**src/rtl/encrypt_cbc_ctrl.sv**
```systemverilog
// encrypt_cbc_ctrl: stream front end for the encrypt_v2 PRESENT-80 core.
// Takes one plaintext block at a time from a valid/ready stream and runs the
// 4-phase req/ack handshake with encrypt_v2. The ciphertext is then presented
// on a valid/ready output stream.
// Build option: define CBC_CHAIN_EN to enable CBC chaining. When it is not
// defined, the block runs in plain ECB mode.
module encrypt_cbc_ctrl #(
  parameter int unsigned b     = 64,
  parameter int unsigned k     = 80,
  parameter int unsigned CNT_W = 16
) (
  input  logic             clk,
  input  logic             rst_n,
  input  logic             in_valid,
  output logic             in_ready,
  input  logic [b-1:0]     in_M,
  input  logic [k-1:0]     in_K,
  input  logic [b-1:0]     in_IV,
  input  logic             in_first,
  output logic             out_valid,
  input  logic             out_ready,
  output logic [b-1:0]     out_C,
  output logic [CNT_W-1:0] blk_cnt,
  output logic             enc_req,
  input  logic             enc_ack,
  output logic [k-1:0]     enc_K,
  output logic [b-1:0]     enc_M,
  input  logic [b-1:0]     enc_C
);

  typedef enum logic [1:0] {StIdle, StReq, StRel, StOut} state_e;

  state_e       state_q;
  logic         first_q;
  logic         accept;
  logic [b-1:0] blk_m;

  // Accept only in idle, and only after encrypt_v2 has dropped any ack that is
  // still pending from before a reset. in_ready is also forced low in reset.
  assign in_ready = rst_n && (state_q == StIdle) && !enc_ack;
  assign accept   = in_valid && in_ready;

`ifdef CBC_CHAIN_EN
  logic [b-1:0] chain_q;

  // Chaining operand is chosen when the block is accepted.
  assign blk_m = in_M ^ (in_first ? in_IV : chain_q);

  // Chain register tracks the most recent ciphertext.
  always_ff @(posedge clk or negedge rst_n) begin
    if (!rst_n) begin
      chain_q <= '0;
    end else if (state_q == StReq && enc_ack) begin
      chain_q <= enc_C;
    end
  end
`else
  logic unused_iv;

  assign unused_iv = ^in_IV;
  assign blk_m     = in_M;
`endif

  // Handshake FSM. All outputs except in_ready are registered.
  always_ff @(posedge clk or negedge rst_n) begin
    if (!rst_n) begin
      state_q   <= StIdle;
      first_q   <= 1'b0;
      enc_req   <= 1'b0;
      enc_K     <= '0;
      enc_M     <= '0;
      out_valid <= 1'b0;
      out_C     <= '0;
      blk_cnt   <= '0;
    end else begin
      unique case (state_q)
        StIdle: begin
          if (accept) begin
            enc_K   <= in_K;
            enc_M   <= blk_m;
            first_q <= in_first;
            enc_req <= 1'b1;
            state_q <= StReq;
          end
        end
        StReq: begin
          if (enc_ack) begin
            out_C   <= enc_C;
            // A chain start restarts the count, so its own block counts as 1.
            blk_cnt <= first_q ? CNT_W'(1) : blk_cnt + CNT_W'(1);
            enc_req <= 1'b0;
            state_q <= StRel;
          end
        end
        StRel: begin
          if (!enc_ack) begin
            out_valid <= 1'b1;
            state_q   <= StOut;
          end
        end
        StOut: begin
          if (out_ready) begin
            out_valid <= 1'b0;
            state_q   <= StIdle;
          end
        end
        default: state_q <= StIdle;
      endcase
    end
  end

endmodule

```
**config.mk**
```make
export PLATFORM = sky130hd
export DESIGN_NAME = encrypt_cbc_ctrl
export DESIGN_NICKNAME = d
export VERILOG_FILES = /design/src/rtl/encrypt_cbc_ctrl.sv
export SDC_FILE = /design/constraint.sdc
export NUM_CORES = 1
export LEC_CHECK = 0
export ABC_AREA = 1
export CORE_AREA = 4 4 195 197
export CTS_CLUSTER_SIZE = 10
export DETAILED_ROUTE_END_ITERATION = 12
export DIE_AREA = 0 0 199 201
export HOLD_SLACK_MARGIN = 0.08
export PLACE_DENSITY_LB_ADDON = 0.1
export SETUP_SLACK_MARGIN = 0.4
export SLEW_MARGIN = 30
export SYNTH_ARGS = -nofsm -noshare
export SYNTH_HDL_FRONTEND = slang
export SYNTH_SLANG_ARGS = --single-unit
```
**constraint.sdc**
```tcl
create_clock -name clk -period 2 [get_ports clk]
set_input_delay 0.3 -clock clk [delete_from_list [all_inputs] [get_ports clk]]
set_output_delay 0.3 -clock clk [all_outputs]
set_load 0.01 [all_outputs]
```
==> reports/metrics.yaml, run 1 <==
io_pins: 505
clk_path_buf_depth: 3
coreArea_um2: 36300
antenna_found_initial: 0
routed.top_layer: "met4"
max_slew_margin: 0.483
cts.sinks: 229
critPathArrivalTime_ns: 2.20
insertion_delay_ns: 0.53
synth-seq-cells: 229
cp.depth: 9
min_delay_path_depth: 3
cap_violations: 0
track_usage: 0.151
avgRoutedWirePerCell_um: 19.2
via_count: 7154
start_util: 0.248
criticalPathCategory: "flop to flop"
grt_pass1_vias: 7524
synth_commonest_cells: "nand2_1, dfrtp_1, mux2_1"
async_flop_share: 1.00
numCtsBuffers: 28
slew_violations: 0
avgSynthCellArea_um2: 12.2
tritoncts: "yes"
final_hold_viol_count: 0
nets: 1520
synth.distinct_cells: 27
reg2reg_depth: 9
die_area_um2: 40000
place_area_um2: 14000
dr.pass1.iters: 6
fillers: 3472
cp_top_family: "buffers and inverters"
status: "complete, no violations"
drt_iter0_markers: 230
met3_length_um: 3010
cpPeakStageDelay_ns: 0.39
cts_max_level: 1
leakagePower_uw: 0.00787
rsz0062_at_grt: "true"
fp.dieH_um: 201
n_antenna_cell: 0
grt_pass1_wl_um: 47200
startpoint_type: "flop"
synth_nets: 1021
place.gp.congestion: 0.722
wl_met2_um: 16200
drt-met1-wl_um: 13100
finClkSkew_ns: 0.00994
fmax_ghz: 0.556
fp-row-count: 70
tightest_slew_ns: 0.776
layout-drive-gt1-share: 0.179
synth_area_leaders: "dfrtp_1, mux2_1, nand2_1"
drc: 0
syn-cell-area_um2: 8990
power_density_nw_per_um2: 1360
path_cells: "inv_2 > ha_4 > nand2_4 > nor2_4 > buf_6 > nand2_8 > buf_4 > clkbuf_16 > mux2_1"
ys_warn_count: 0
setup_viol: 0
drtAntennaViolNets: 0
port_buffers: 440
crit_fanout: 8
hp-class: "input port to flop"
cp_num_buf_inv: 4
post-route-util: 0.428
post-place-ws_ns: -0.0134
clk_pin_slew_worst_paths_ns: 0.05
area_growth_pct: 72.5
cp.required_ns: 2.40
cts_root_buf: "clkbuf_16"
fp.dieW_um: 199
crit_slowest_cell: "dfrtp_1"
synth_area_leader_cell: "dfrtp_1"
synth_edf_count: 0
via_per_inst: 4.17
grt_overflow: 0
setup_ws_ns: 0.200
peakVddDrop_v: 0.000640
period_share: 0.900
final_area_um2: 15500
synth_most_common_cell: "nand2_1"
dominantRegCellSynth: "dfrtp_1"
fin_crit_ns: 1.80
dpl.hpwl_um: 22800
drt-total-wl_um: 32900
ys_seq_area_frac: 0.637
end_kind: "flop"
grt_max_degree: 123
synth_top_cell_area_share: 0.637
syn_inst: 737
hold_ws_ns: 0.303
state kept, by name, indices dropped and copies added, names as in the netlist:
signal,cells
blk_cnt,16
enc_K,80
enc_M,64
enc_req,1
first_q,1
out_C,64
out_valid,1
state_q,2
per-layer routing:
layer,global-route usage,vias up
li1,-,3413
met1,0.182,3419
met2,0.264,285
met3,0.0504,37
met4,0.0327,0
met5,0,-
cell type report:
class                           count  area, um2  share of cell area
Clock inverter                      2       10.0            0.000645
Timing Repair Buffer              498       4980               0.321
Multi-Input combinational cell    457       3300               0.213
Tap cell                          468        586              0.0377
Sequential cell                   229       5740               0.370
Inverter                           22        100             0.00645
Clock buffer                       40        807              0.0520
tightest hold or removal path: stages:
cell and delay (ns):
clkdlybuf4s50_1 0.39, nand2_1 0.06, nand2_1 0.04
cells in the final DEF (no fill, tap or decap), types with 6 or more instances in the layout:
cell             Yosys  layout
a21oi_1              7       7
buf_12               0       8
buf_16               0       7
buf_4                0      29
buf_6               15       7
clkbuf_1             7       7
clkbuf_16            0      33
clkdlybuf4s50_1      0     212
dfrtp_1            229     225
dlygate4sd2_1        0     208
dlymetal6s2s_1       0      15
inv_1               20      18
mux2_1             102      42
mux2_2              42      42
mux2_4               0      60
nand2_1            237     233
nand3_1              8       7
nor2_1              25      22
nor2_4               2       6
o21ai_0              8       6
path summary, 6_finish.rpt:
| kind | startpoint | to | slack, ns |
|---|---|---|---|
| worst max register to register | state_q[1] | enc_M[44] | 0.20 |
| min in group asynchronous | rst_n | out_C[62] | 0.57 |
| worst max-delay path | state_q[1] | enc_M[44] | 0.20 |
| worst min register to register | out_C[10] | out_C[10] | 0.47 |
| worst min-delay path | enc_C[21] | out_C[21] | 0.30 |
| max in group asynchronous | rst_n | enc_M[39] | 0.82 |
power by group:
| group | switching [uW] | internal (uW) |
|---|---|---|
| sequential | 1060 | 6790 |
| clock | 1890 | 2740 |
| combinational | 4020 | 4670 |
repair_timing:
item                                    CTS  global route
endpoints found under the setup margin  381           246
endpoints found under the hold margin   229             0
pin swaps                                 2             4
buffers inserted                         21            10
hold buffers                              1             0
gates cloned                              4             5
resized for setup                       265            87
metrics by stage:
step / total power, uW / std cells / TNS [ns]
after detailed placement: 17300 / 1633 / -0.0328
final: 21200 / 1716 / 0
after CTS: 21100 / 1701 / 0
after floorplan: 11300 / 737 / 0
after global placement: 17200 / 1633 / -0.0126
after global routing: 22500 / 1716 / 0
cell families (layout without fill, tap and decap cells):
family          count (synthesis)  count (layout)  share of synthesized area
compound gates                 22              22                     0.0140
xor+xnor                        1               1                   0.000974
fa+ha+maj                       6               6                    0.00835
buf+inv                        52             562                     0.0352
flops                         229             229                      0.637
mux                           144             144                      0.180
simple gates                  283             284                      0.124
Note: power is estimated with default switching activity, not from simulation.
==> run 2, diff against run 1 <==
Settings changed: SLEW_MARGIN 30 to not set.
==> results of run 2 <==
No change in the layout: final DEF, timing and power equal those of run 1.
==> run 3, diff against run 2 <==
Settings changed: CORE_AREA 4 4 195 197 to 8 8 188 190, DIE_AREA 0 0 199 201 to 0 0 196 198, GPL_ROUTABILITY_DRIVEN set to 0, PLACE_DENSITY_LB_ADDON 0.1 to 0.2.
==> reports/metrics.yaml, run 3 (same netlist as run 1, synthesis figures left out) <==
grt_max_degree: 153  # +24%
final_hold_viol_count: 0  # unchanged
path_cells: "inv_2 > ha_4 > nand2_4 > nor2_4 > buf_4 > buf_6"
drt-total-wl_um: 32300  # -1.8%
numCtsBuffers: 28  # unchanged
cts_max_level: 1  # unchanged
criticalPathCategory: "flop to primary output"
area_growth_pct: 69.1
fin_crit_ns: 1.83  # +0.0260 ns
crit_end: "in_ready"
reg2reg_depth: 9  # unchanged
dp_cells: 1572  # -3.7%
grt_pass1_vias: 7685  # +2.1%
fp.dieH_um: 198  # -1.5%
leakagePower_uw: 0.00744  # -5.4%
reg2reg_to: "enc_K[48]"
tightest_slew_ns: 1.04  # +0.269 ns
drtAntennaViolNets: 0  # unchanged
period_share: 0.913  # +0.0130
grt_pass1_wl_um: 47400  # +0.48%
tns_ns: 0  # unchanged
insertion_delay_ns: 0.53  # about the same
cts.sinks: 229  # unchanged
crit_fanout: 3  # -5
cts_root_buf: "clkbuf_16"
total_power_uw: 20600  # -2.4%
largest_register: "enc_K"
grt_overflow: 0  # unchanged
reg_top3: "enc_K: 80 flops, enc_M: 64 flops, out_C: 64 flops"
via_count: 7202  # +0.67%
layout_common_cells: "nand2_1, dfrtp_1, dlygate4sd2_1"
cpPeakStageDelay_ns: 0.40  # about the same
crit_path_start: "state_q[1]"
cap_violations: 0  # unchanged
fp-row-count: 66  # -5.7%
via_per_inst: 4.35  # +4.3%
peakVddDrop_v: 0.000699  # +9.3%
die_area_um2: 38800  # -3.0%
rrSetupSlack_ns: 0.19  # about the same
fillers: 3052  # -12%
largest_reg_flops: 80  # unchanged
tritoncts: "yes"
drc: 0  # unchanged
coreArea_um2: 32200  # -11%
setup_viol: 0  # unchanged
cp.required_ns: 1.70  # -0.70 ns
critPathArrivalTime_ns: 1.53  # -0.67 ns
nets: 1520  # unchanged
fp.dieW_um: 196  # -1.5%
status: "complete, no violations"
dpl.hpwl_um: 23200  # +1.8%
regToRegStartpoint: "state_q[1]"
clk_path_buf_depth: 3  # unchanged
slew_violations: 0  # unchanged
clk_pin_slew_worst_paths_ns: 0.06  # about the same
end_kind: "primary output"
max_slew_margin: 0.304  # -0.179
io_pins: 505  # unchanged
n_antenna_cell: 0  # unchanged
final_common_cell: "nand2_1"
layout-drive-gt1-share: 0.133  # -0.0466
rsz0062_at_grt: "true"
track_usage: 0.157  # +0.00542
avgRoutedWirePerCell_um: 19.5  # +1.7%
finClkSkew_ns: 0.00835  # -0.00159 ns
hp-class: "input port to flop"
power_density_nw_per_um2: 1360  # -0.47%
dr.pass1.iters: 4  # -2
fmax_ghz: 0.548  # -1.4%
startpoint_type: "flop"
final_cell_count_no_fill: 1657  # -3.4%
port_buffers: 440  # unchanged
crit_slowest_cell: "dfrtp_1"
drt_iter0_markers: 248  # +7.8%
start_util: 0.279  # +0.0312
antenna_found_initial: 1  # +1
-- run 3: cell count changes in the layout (fill, tap and decap cells not counted), sizes merged --
cell	change
dlygate4sd3	+1
bufinv	+1
clkdlybuf4s15	+1
nand2	+1
dlygate4sd2	+14
clkinv	-2
buf	-2
clkbuf	+1
dlymetal6s2s	-15
inv	+1
-- run 3: through the flow --
stage                      util  instance area, um2  setup slack, ns  hold slack (ns)
final                     0.472               15200            0.174            0.299
after global routing      0.472               15200           0.0967            0.289
after CTS                 0.461               14800            0.144            0.254
after detailed placement  0.433               13900           0.0267            0.464
after global placement    0.433               13900           0.0422            0.461
after floorplan               -                9020            0.385          0.00441
-- run 3: how the worst min path moves through the flow --
stage                     slack, ns  cells after the start    endpoint  startpoint
final                          0.30                      3    out_C[2]    enc_C[2]
after global routing           0.29                      3   out_C[37]   enc_C[37]
after CTS                      0.25                      3   out_C[62]   enc_C[62]
after detailed placement       0.46                      2    out_C[9]    out_C[9]
after global placement         0.46                      2    out_C[9]    out_C[9]
after floorplan               0.004                      0  blk_cnt[0]       rst_n
-- run 3: power by group --
group,switching [uW],total [uW],internal (uW),leakage [uW]
registers,1020,7800,6780,0.00281
clock network,1890,4700,2810,0.000402
logic,4030,8140,4110,0.00423
-- run 3: layout make-up --
type                       count  area (um2)  share of cell area
timing repair buffer         497        4930               0.324
inverter                      22        95.1             0.00625
tap                          408         510              0.0336
clock buffer                  41         791              0.0520
multi-input combinational    458        3120               0.205
sequential                   229        5740               0.377
clock inverter                 2        35.0             0.00230
-- run 3: per-layer routing --
metal | vias up | routed length [um] | global-route usage | share of wire
met5 | - | 19 | 0 | 0.00059
met4 | 2 | 729 | 0.0368 | 0.023
met3 | 36 | 3150 | 0.0659 | 0.097
met2 | 294 | 15500 | 0.270 | 0.48
met1 | 3469 | 12900 | 0.180 | 0.40
li1 | 3401 | - | - | -
-- run 3: what timing repair did --
action / 4_1_cts / 5_1_grt
hold buffers: 2 / 0
buffers inserted: 16 / 12
endpoints found under the setup margin: 429 / 229
gates cloned: 6 / 6
hold endpoints to repair: 152 / 0
gates resized for setup: 246 / 40
pin swaps: 2 / 3
-- run 3: worst max-delay path, delay by kind of cell, from the launching register on --
family                     cells  cell delay, ns
buffers and inverters          3            0.30
and+or+nand+nor                2            0.14
adders and majority gates      1            0.14
DFF                            1            0.40
